--- config.mk ---
export PLATFORM = sky130hd
export DESIGN_NAME = hpi_txn_ctrl_flat
export DESIGN_NICKNAME = d
export VERILOG_FILES = /design/src/rtl/hpi_txn_ctrl_if.sv /design/src/rtl/hpi_txn_ctrl.sv /design/src/flat_wrapper.sv
export SDC_FILE = /design/constraint.sdc
export NUM_CORES = 1
export LEC_CHECK = 0
export ABC_AREA = 1
export CELL_PAD_IN_SITES_DETAIL_PLACEMENT = 0
export CELL_PAD_IN_SITES_GLOBAL_PLACEMENT = 1
export CORE_AREA = 3 3 128 68
export DETAILED_ROUTE_END_ITERATION = 16
export DIE_AREA = 0 0 131 71
export HOLD_SLACK_MARGIN = 0.15
export PLACE_DENSITY = 0.82
export SYNTH_ARGS = -nofsm -noshare
export SYNTH_HDL_FRONTEND = slang
export SYNTH_SLANG_ARGS = --single-unit
--- constraint.sdc ---
create_clock -name Clk -period 2.25 [get_ports Clk]
set_input_delay 0.3375 -clock Clk [delete_from_list [all_inputs] [get_ports Clk]]
set_output_delay 0.3375 -clock Clk [all_outputs]
set_load 0.01 [all_outputs]
--- src/rtl/hpi_txn_ctrl_if.sv ---
// ---------------------------------------------------------------------------
// hpi_txn_ctrl_if
// Request/response bundle between the two requesters (port 0 = CPU,
// port 1 = hardware) and the HPI transaction controller.
//   reqN_valid/we/addr/wdata : request from port N (master -> slave)
//   reqN_ready               : one-cycle accept pulse (slave -> master)
//   rspN_valid               : one-cycle completion pulse (slave -> master)
//   rsp_data                 : read data, shared by both ports
// ---------------------------------------------------------------------------
interface hpi_txn_ctrl_if;
  logic        req0_valid;
  logic        req0_ready;
  logic        req0_we;
  logic [1:0]  req0_addr;
  logic [15:0] req0_wdata;
  logic        req1_valid;
  logic        req1_ready;
  logic        req1_we;
  logic [1:0]  req1_addr;
  logic [15:0] req1_wdata;
  logic        rsp0_valid;
  logic        rsp1_valid;
  logic [15:0] rsp_data;

  modport master (
    output req0_valid, req0_we, req0_addr, req0_wdata,
    output req1_valid, req1_we, req1_addr, req1_wdata,
    input  req0_ready, req1_ready, rsp0_valid, rsp1_valid, rsp_data
  );

  modport slave (
    input  req0_valid, req0_we, req0_addr, req0_wdata,
    input  req1_valid, req1_we, req1_addr, req1_wdata,
    output req0_ready, req1_ready, rsp0_valid, rsp1_valid, rsp_data
  );
endinterface

--- src/rtl/hpi_txn_ctrl.sv ---
// ---------------------------------------------------------------------------
// hpi_txn_ctrl
// Sequences single read/write transactions onto the EZ-OTG HPI pad
// interface for two requesters, arbitrated round-robin.
//   Clk, Reset   : rising-edge clock, synchronous active-high reset
//   txn          : hpi_txn_ctrl_if.slave request/response bundle
//   busy         : high whenever the controller is not IDLE
//   hpi_address, hpi_data_out, hpi_data_in : pad address / write / read data
//   hpi_r_n, hpi_w_n, hpi_cs_n, hpi_reset_n : active-low pad strobes
// Phases: SETUP (SETUP_CYC) -> STROBE (STROBE_CYC) -> HOLD (1) -> IDLE.
// Optional build macro HPI_RST_SEQ_EN adds a chip reset sequence after
// Reset: RST_HOLD (hpi_reset_n low, RST_CYC) then RST_WAIT (RST_CYC).
// Without it, hpi_reset_n is tied high and Reset lands directly in IDLE.
// ---------------------------------------------------------------------------
module hpi_txn_ctrl #(
  parameter int SETUP_CYC  = 1,
  parameter int STROBE_CYC = 4,
  parameter int RST_CYC    = 1000
) (
  input  logic          Clk,
  input  logic          Reset,
  hpi_txn_ctrl_if.slave txn,
  output logic          busy,
  output logic [1:0]    hpi_address,
  output logic [15:0]   hpi_data_out,
  input  logic [15:0]   hpi_data_in,
  output logic          hpi_r_n,
  output logic          hpi_w_n,
  output logic          hpi_cs_n,
  output logic          hpi_reset_n
);

  // One down-counter serves every timed state, so it is sized to the
  // longest of the three durations.
  localparam int PH_MAX  = (SETUP_CYC > STROBE_CYC) ? SETUP_CYC : STROBE_CYC;
  localparam int CNT_MAX = (RST_CYC > PH_MAX) ? RST_CYC : PH_MAX;
  localparam int CNT_W   = $clog2(CNT_MAX + 1);

  localparam logic [CNT_W-1:0] CNT_ZERO    = {CNT_W{1'b0}};
  localparam logic [CNT_W-1:0] CNT_ONE     = CNT_W'(32'd1);
  localparam logic [CNT_W-1:0] SETUP_LOAD  = CNT_W'(SETUP_CYC - 1);
  localparam logic [CNT_W-1:0] STROBE_LOAD = CNT_W'(STROBE_CYC - 1);

  localparam logic [2:0] ST_IDLE   = 3'd2;
  localparam logic [2:0] ST_SETUP  = 3'd3;
  localparam logic [2:0] ST_STROBE = 3'd4;
  localparam logic [2:0] ST_HOLD   = 3'd5;

`ifdef HPI_RST_SEQ_EN
  localparam logic [2:0]       ST_RST_HOLD = 3'd0;
  localparam logic [2:0]       ST_RST_WAIT = 3'd1;
  localparam logic [CNT_W-1:0] RST_LOAD    = CNT_W'(RST_CYC - 1);
  localparam logic [2:0]       ST_RESET    = ST_RST_HOLD;
  localparam logic [CNT_W-1:0] CNT_RESET   = RST_LOAD;
  localparam logic             BUSY_RESET  = 1'b1;
`else
  localparam logic [2:0]       ST_RESET    = ST_IDLE;
  localparam logic [CNT_W-1:0] CNT_RESET   = CNT_ZERO;
  localparam logic             BUSY_RESET  = 1'b0;
`endif

  logic [2:0]       state_r;
  logic [2:0]       state_nxt_s;
  logic [CNT_W-1:0] cnt_r;
  logic [CNT_W-1:0] cnt_nxt_s;
  logic             accept_s;
  logic             grant0_s;
  logic             grant1_s;
  logic             last_strobe_s;
  // last_grant_r also identifies the port owning the transaction in flight.
  logic             last_grant_r;
  logic             we_r;
  logic [1:0]       hpi_address_r;
  logic [15:0]      hpi_data_out_r;
  logic             hpi_cs_n_r;
  logic             hpi_r_n_r;
  logic             hpi_w_n_r;
  logic             rsp0_valid_r;
  logic             rsp1_valid_r;
  logic [15:0]      rsp_data_r;
  logic             busy_r;

  // Round-robin pick: on contention the port not granted last wins.
  always_comb begin
    grant0_s = 1'b0;
    grant1_s = 1'b0;
    if (txn.req0_valid && txn.req1_valid) begin
      grant0_s = last_grant_r;
      grant1_s = !last_grant_r;
    end else begin
      grant0_s = txn.req0_valid;
      grant1_s = txn.req1_valid;
    end
  end

  // Next-state and phase counter; counters stop at zero and are reloaded on exit.
  always_comb begin
    state_nxt_s = state_r;
    cnt_nxt_s   = cnt_r;
    accept_s    = 1'b0;
    case (state_r)
      ST_IDLE: begin
        if (txn.req0_valid || txn.req1_valid) begin
          accept_s    = 1'b1;
          state_nxt_s = ST_SETUP;
          cnt_nxt_s   = SETUP_LOAD;
        end else begin
          state_nxt_s = ST_IDLE;
        end
      end
      ST_SETUP: begin
        if (cnt_r == CNT_ZERO) begin
          state_nxt_s = ST_STROBE;
          cnt_nxt_s   = STROBE_LOAD;
        end else begin
          cnt_nxt_s = cnt_r - CNT_ONE;
        end
      end
      ST_STROBE: begin
        if (cnt_r == CNT_ZERO) begin
          state_nxt_s = ST_HOLD;
        end else begin
          cnt_nxt_s = cnt_r - CNT_ONE;
        end
      end
      ST_HOLD: begin
        state_nxt_s = ST_IDLE;
      end
`ifdef HPI_RST_SEQ_EN
      ST_RST_HOLD: begin
        if (cnt_r == CNT_ZERO) begin
          state_nxt_s = ST_RST_WAIT;
          cnt_nxt_s   = RST_LOAD;
        end else begin
          cnt_nxt_s = cnt_r - CNT_ONE;
        end
      end
      ST_RST_WAIT: begin
        if (cnt_r == CNT_ZERO) begin
          state_nxt_s = ST_IDLE;
        end else begin
          cnt_nxt_s = cnt_r - CNT_ONE;
        end
      end
`endif
      default: begin
        state_nxt_s = ST_IDLE;
        cnt_nxt_s   = CNT_ZERO;
      end
    endcase
  end

  // Read data is sampled in the last strobe cycle, after the pad's two register stages.
  assign last_strobe_s = (state_r == ST_STROBE) && (cnt_r == CNT_ZERO);

  // State, latched request and registered pad/response outputs (decoded from next state).
  always_ff @(posedge Clk) begin
    if (Reset) begin
      state_r        <= ST_RESET;
      cnt_r          <= CNT_RESET;
      last_grant_r   <= 1'b1;
      we_r           <= 1'b0;
      hpi_address_r  <= 2'd0;
      hpi_data_out_r <= 16'd0;
      hpi_cs_n_r     <= 1'b1;
      hpi_r_n_r      <= 1'b1;
      hpi_w_n_r      <= 1'b1;
      rsp0_valid_r   <= 1'b0;
      rsp1_valid_r   <= 1'b0;
      rsp_data_r     <= 16'd0;
      busy_r         <= BUSY_RESET;
    end else begin
      state_r <= state_nxt_s;
      cnt_r   <= cnt_nxt_s;
      if (accept_s) begin
        last_grant_r   <= grant1_s;
        we_r           <= grant1_s ? txn.req1_we    : txn.req0_we;
        hpi_address_r  <= grant1_s ? txn.req1_addr  : txn.req0_addr;
        hpi_data_out_r <= grant1_s ? txn.req1_wdata : txn.req0_wdata;
      end
      hpi_cs_n_r   <= !((state_nxt_s == ST_SETUP) || (state_nxt_s == ST_STROBE) ||
                        (state_nxt_s == ST_HOLD));
      hpi_w_n_r    <= !((state_nxt_s == ST_STROBE) && we_r);
      hpi_r_n_r    <= !((state_nxt_s == ST_STROBE) && !we_r);
      rsp0_valid_r <= last_strobe_s && !last_grant_r;
      rsp1_valid_r <= last_strobe_s && last_grant_r;
      if (last_strobe_s && !we_r) begin
        rsp_data_r <= hpi_data_in;
      end
      busy_r <= (state_nxt_s != ST_IDLE);
    end
  end

`ifdef HPI_RST_SEQ_EN
  logic hpi_reset_n_r;

  // Chip reset pin is low only while in RST_HOLD.
  always_ff @(posedge Clk) begin
    if (Reset) begin
      hpi_reset_n_r <= 1'b0;
    end else begin
      hpi_reset_n_r <= (state_nxt_s != ST_RST_HOLD);
    end
  end

  assign hpi_reset_n = hpi_reset_n_r;
`else
  assign hpi_reset_n = 1'b1;
`endif

  // Accept pulse is combinational so it lands in the same IDLE cycle as the request.
  assign txn.req0_ready = accept_s && grant0_s && !Reset;
  assign txn.req1_ready = accept_s && grant1_s && !Reset;
  assign txn.rsp0_valid = rsp0_valid_r;
  assign txn.rsp1_valid = rsp1_valid_r;
  assign txn.rsp_data   = rsp_data_r;
  assign busy           = busy_r;
  assign hpi_address    = hpi_address_r;
  assign hpi_data_out   = hpi_data_out_r;
  assign hpi_cs_n       = hpi_cs_n_r;
  assign hpi_r_n        = hpi_r_n_r;
  assign hpi_w_n        = hpi_w_n_r;

endmodule

--- src/flat_wrapper.sv ---
// flat-port wrapper written by rule: the top's interface ports become plain ports
module hpi_txn_ctrl_flat 
#(
  parameter int SETUP_CYC  = 1,
  parameter int STROBE_CYC = 4,
  parameter int RST_CYC    = 1000
)
  (Clk, Reset, busy, hpi_address, hpi_data_out, hpi_data_in, hpi_r_n, hpi_w_n, hpi_cs_n, hpi_reset_n, txn_req0_valid, txn_req0_we, txn_req0_addr, txn_req0_wdata, txn_req1_valid, txn_req1_we, txn_req1_addr, txn_req1_wdata, txn_req0_ready, txn_req1_ready, txn_rsp0_valid, txn_rsp1_valid, txn_rsp_data);
  hpi_txn_ctrl_if txn_i ();
  input  logic Clk;
  input  logic Reset;
  output logic busy;
  output logic [1:0] hpi_address;
  output logic [15:0] hpi_data_out;
  input  logic [15:0] hpi_data_in;
  output logic hpi_r_n;
  output logic hpi_w_n;
  output logic hpi_cs_n;
  output logic hpi_reset_n;
  input wire logic [$bits(txn_i.req0_valid)-1:0] txn_req0_valid;
  input wire logic [$bits(txn_i.req0_we)-1:0] txn_req0_we;
  input wire logic [$bits(txn_i.req0_addr)-1:0] txn_req0_addr;
  input wire logic [$bits(txn_i.req0_wdata)-1:0] txn_req0_wdata;
  input wire logic [$bits(txn_i.req1_valid)-1:0] txn_req1_valid;
  input wire logic [$bits(txn_i.req1_we)-1:0] txn_req1_we;
  input wire logic [$bits(txn_i.req1_addr)-1:0] txn_req1_addr;
  input wire logic [$bits(txn_i.req1_wdata)-1:0] txn_req1_wdata;
  output wire logic [$bits(txn_i.req0_ready)-1:0] txn_req0_ready;
  output wire logic [$bits(txn_i.req1_ready)-1:0] txn_req1_ready;
  output wire logic [$bits(txn_i.rsp0_valid)-1:0] txn_rsp0_valid;
  output wire logic [$bits(txn_i.rsp1_valid)-1:0] txn_rsp1_valid;
  output wire logic [$bits(txn_i.rsp_data)-1:0] txn_rsp_data;
  assign txn_i.req0_valid = txn_req0_valid;
  assign txn_i.req0_we = txn_req0_we;
  assign txn_i.req0_addr = txn_req0_addr;
  assign txn_i.req0_wdata = txn_req0_wdata;
  assign txn_i.req1_valid = txn_req1_valid;
  assign txn_i.req1_we = txn_req1_we;
  assign txn_i.req1_addr = txn_req1_addr;
  assign txn_i.req1_wdata = txn_req1_wdata;
  assign txn_req0_ready = txn_i.req0_ready;
  assign txn_req1_ready = txn_i.req1_ready;
  assign txn_rsp0_valid = txn_i.rsp0_valid;
  assign txn_rsp1_valid = txn_i.rsp1_valid;
  assign txn_rsp_data = txn_i.rsp_data;
  hpi_txn_ctrl #(.SETUP_CYC(SETUP_CYC), .STROBE_CYC(STROBE_CYC), .RST_CYC(RST_CYC)) u_core (.Clk(Clk), .Reset(Reset), .txn(txn_i), .busy(busy), .hpi_address(hpi_address), .hpi_data_out(hpi_data_out), .hpi_data_in(hpi_data_in), .hpi_r_n(hpi_r_n), .hpi_w_n(hpi_w_n), .hpi_cs_n(hpi_cs_n), .hpi_reset_n(hpi_reset_n));
endmodule
==> reports/results.tsv <==
metric	value	unit
slew_violations	0	
antenna_found_initial	0	
num_rows	23	
die_area	9300	um2
rr_worst_depth	11	
cts.repair.resized	0	
final_area	3710	um2
synth_cell_types	33	
io_buffer_count	99	
cts_setup_buffers	0	
clock-sinks	55	
hp-start	u_core.cnt_r[2]	
grt_pass1_wl	11.4	mm
dp_hpwl	5.41	mm
drt-initial-drc-count	123	
cts_buffers	5	
drive_gt1_share	10.3	%
core	7800	um2
vdd_drop_max	524	uV
die_h	71	um
synthCells	330	
hold_path.class	flip-flop to flip-flop	
worst_slack	0.138	ns
htreeDepth	2	
p_sw_share	40.1	%
synth_top_family_by_area	simple AND/OR/NAND/NOR gates	
seq_power_share	33.5	%
grt_pass1_vias	2341	
multi_input_area	1150	um2
crit-reg2reg-capture	u_core.cnt_r[1]	
whs_endpoint	u_core.cnt_r[2]	
ys_warn_count	0	
drc	0	
drtPass1Iterations	5	
num_vias	2428	
synth-simple-area-share	31.1	%
nNetsFinal	487	
worstPathArrival	1.77	ns
worst_hold_slack	0.496	ns
cp-end-kind	output pin	
drt-met1-wl	3.69	mm
wl_met3	681	um
synth_compound_area_share	14.0	%
clk_pin_slew	0.07	ns
holdBufCountCts	0	
p_int	2.57	mW
grt_overflow	0	
path_max_fanout	2	
final_cells	540	
yosys.area_share.adder	1.02	%
clock_latency	0.29	ns
combPwrFrac	48.4	%
ioPinCount	101	
synthXorXnorAreaFrac	0.357	%
worstPathRequired	1.91	ns
fin_crit_sh	93.9	%
crit_type	primary input to output pin	
drv_cap	0	
drtAntennaViolNets	0	
rsz0062_at_grt	no	
p_total	4.29	mW
clock.fmax	0.474	GHz
die_width	131	um
start_kind	primary input	
rrSetupSlack	0.49	ns
final-seq-area	1100	um2
root_buffer	clkbuf_16	
clock_path_buffers	2	
area_growth	51.3	%
muxShareOfSynthArea	0	%
final_core_util	47.6	%
wirelength	7.17	mm
p_leak	1.60	nW
num-fill-cells	749	
skew	0.00777	ns
grt_max_degree	41	
setup_viol	0	
worstHoldPathCells	2	
place_inst	532	
post_dp_cell_area	3560	um2
rr_startpoint	u_core.cnt_r[0]	
p_switching	1.72	mW
grtUsageTotal	15.2	%
drt-wirelength-per-cell	13.3	um
synth_area_per_cell	7.43	um2
place_ws	0.00295	ns
topRoutingLayerUsed	met4	
gp_congestion	0.831	
start_util	31.4	%
routed-wl-met2	2.76	mm
period_needed	2.11	ns
hold_viol	0	
vias_per_cell	4.50	
p_clk_share	18.1	%
diodes	0	
outcome	completed	
tns	0	ns
synth_area	2450	um2
p_per_area	1160	nW/um2
yosysSeqAreaShare	44.9	%
cts_tree	done	
ys_ff_latch	55	
synthesis.nets	390	
-- cell usage after synthesis --
cell type	number	share of area, %
a2111oi_0	1	0.36
a21oi_1	5	1.0
a21oi_2	1	0.36
a31oi_1	19	4.8
and2_1	1	0.26
buf_1	2	0.31
buf_2	3	0.61
buf_4	1	0.31
buf_6	3	1.4
clkbuf_1	6	0.92
clkbuf_2	1	0.20
conb_1	1	0.15
dfxtp_1	55	45
ha_1	2	1.0
inv_1	22	3.4
inv_2	7	1.1
inv_4	1	0.26
nand2_1	79	12
nand2_2	1	0.26
nand3_1	12	2.5
nand3_2	3	1.2
nand3_4	1	0.71
nand4_1	7	1.8
nor2_1	41	6.3
nor2_2	10	2.6
nor2_4	3	1.4
nor2_8	1	0.82
nor3_1	3	0.61
nor3_4	1	0.66
o211ai_1	1	0.31
o21ai_0	24	4.9
o21ai_1	11	2.2
xor2_1	1	0.36
-- routing by layer --
metal / global-route usage [%] / vias up
li1: - / 1270
met1: 21.7 / 1070
met2: 22.0 / 84
met3: 6.26 / 4
met4: 2.51 / 0
met5: 0 / -
-- critical path, stage by stage --
cell and delay, ns:
clkdlybuf4s50_1 0.43, buf_4 0.14, a21oi_2 0.15, nand2_1 0.09, nor2_1 0.09, clkdlybuf4s50_1 0.54
-- logic make-up after synthesis --
group / count (synthesis)
AO/OA/AOI/OAI: 62
adder cells (fa/ha/maj): 2
buffers and inverters: 46
XOR/XNOR: 1
AND/OR/NAND/NOR: 163
flip-flops: 55
other: 1
-- how the worst max path moves through the flow --
stage / cells past startpoint / slack, ns / endpoint / startpoint
3_3_place_gp: 4 / 0.05 / txn_req0_ready / txn_req0_valid
3_5_place_dp: 4 / 0.003 / txn_req0_ready / txn_req0_valid
4_1_cts: 4 / 0.004 / txn_req0_ready / txn_req0_valid
2_1_floorplan: 10 / 0.75 / u_core.txn.rsp_data[0] / u_core.cnt_r[0]
5_1_grt: 6 / 0.03 / txn_req1_ready / txn_req0_valid
6_report: 6 / 0.14 / txn_req1_ready / txn_req0_valid
-- registers in the layout, summed over array words and instances, names as in the netlist --
register	count
u_core.txn.rsp_data	16
u_core.busy	1
u_core.hpi_data_out	16
u_core.txn.rsp1_valid	1
u_core.hpi_r_n	1
u_core.last_grant_r	1
u_core.hpi_cs_n	1
u_core.state_r	3
u_core.we_r	1
u_core.hpi_address	2
u_core.cnt_r	10
u_core.txn.rsp0_valid	1
u_core.hpi_w_n	1
-- cells in the final DEF, fill, tap and decap left out, drive strengths merged --
cell           netlist  layout
a2111oi              1       1
a21oi                6       6
a31oi               19      19
and2                 1       1
buf                  9       7
clkbuf               7       6
clkdlybuf4s50        0      98
clkinvlp             0       1
conb                 1       1
dfxtp               55      55
dlymetal6s2s         0       1
ha                   2       2
inv                 30      31
nand2               80      80
nand3               16      16
nand4                7       7
nor2                55      55
nor3                 4       4
o211ai               1       1
o21ai               35      35
xor2                 1       1
-- final cells by class --
| class | instances | share of cell area (%) |
|---|---|---|
| multi-input cells | 229 | 31.0 |
| flip-flops and latches | 55 | 29.7 |
| repair buffers | 106 | 28.5 |
| well taps | 112 | 3.78 |
| clock buffers | 6 | 3.48 |
| inverters | 30 | 3.10 |
| clock inverters | 2 | 0.439 |
-- power by group through the flow --
stage | clock network [mW] | logic (mW) | registers (mW)
CTS | 0.808 | 2.08 | 1.44
floorplan | 0 | 1.26 | 1.51
finish | 0.775 | 2.08 | 1.43
detailed placement | 0 | 2.07 | 1.46
global placement | 0 | 2.04 | 1.45
global route | 0.843 | 2.35 | 1.47
(Power assumes the default switching activity.)
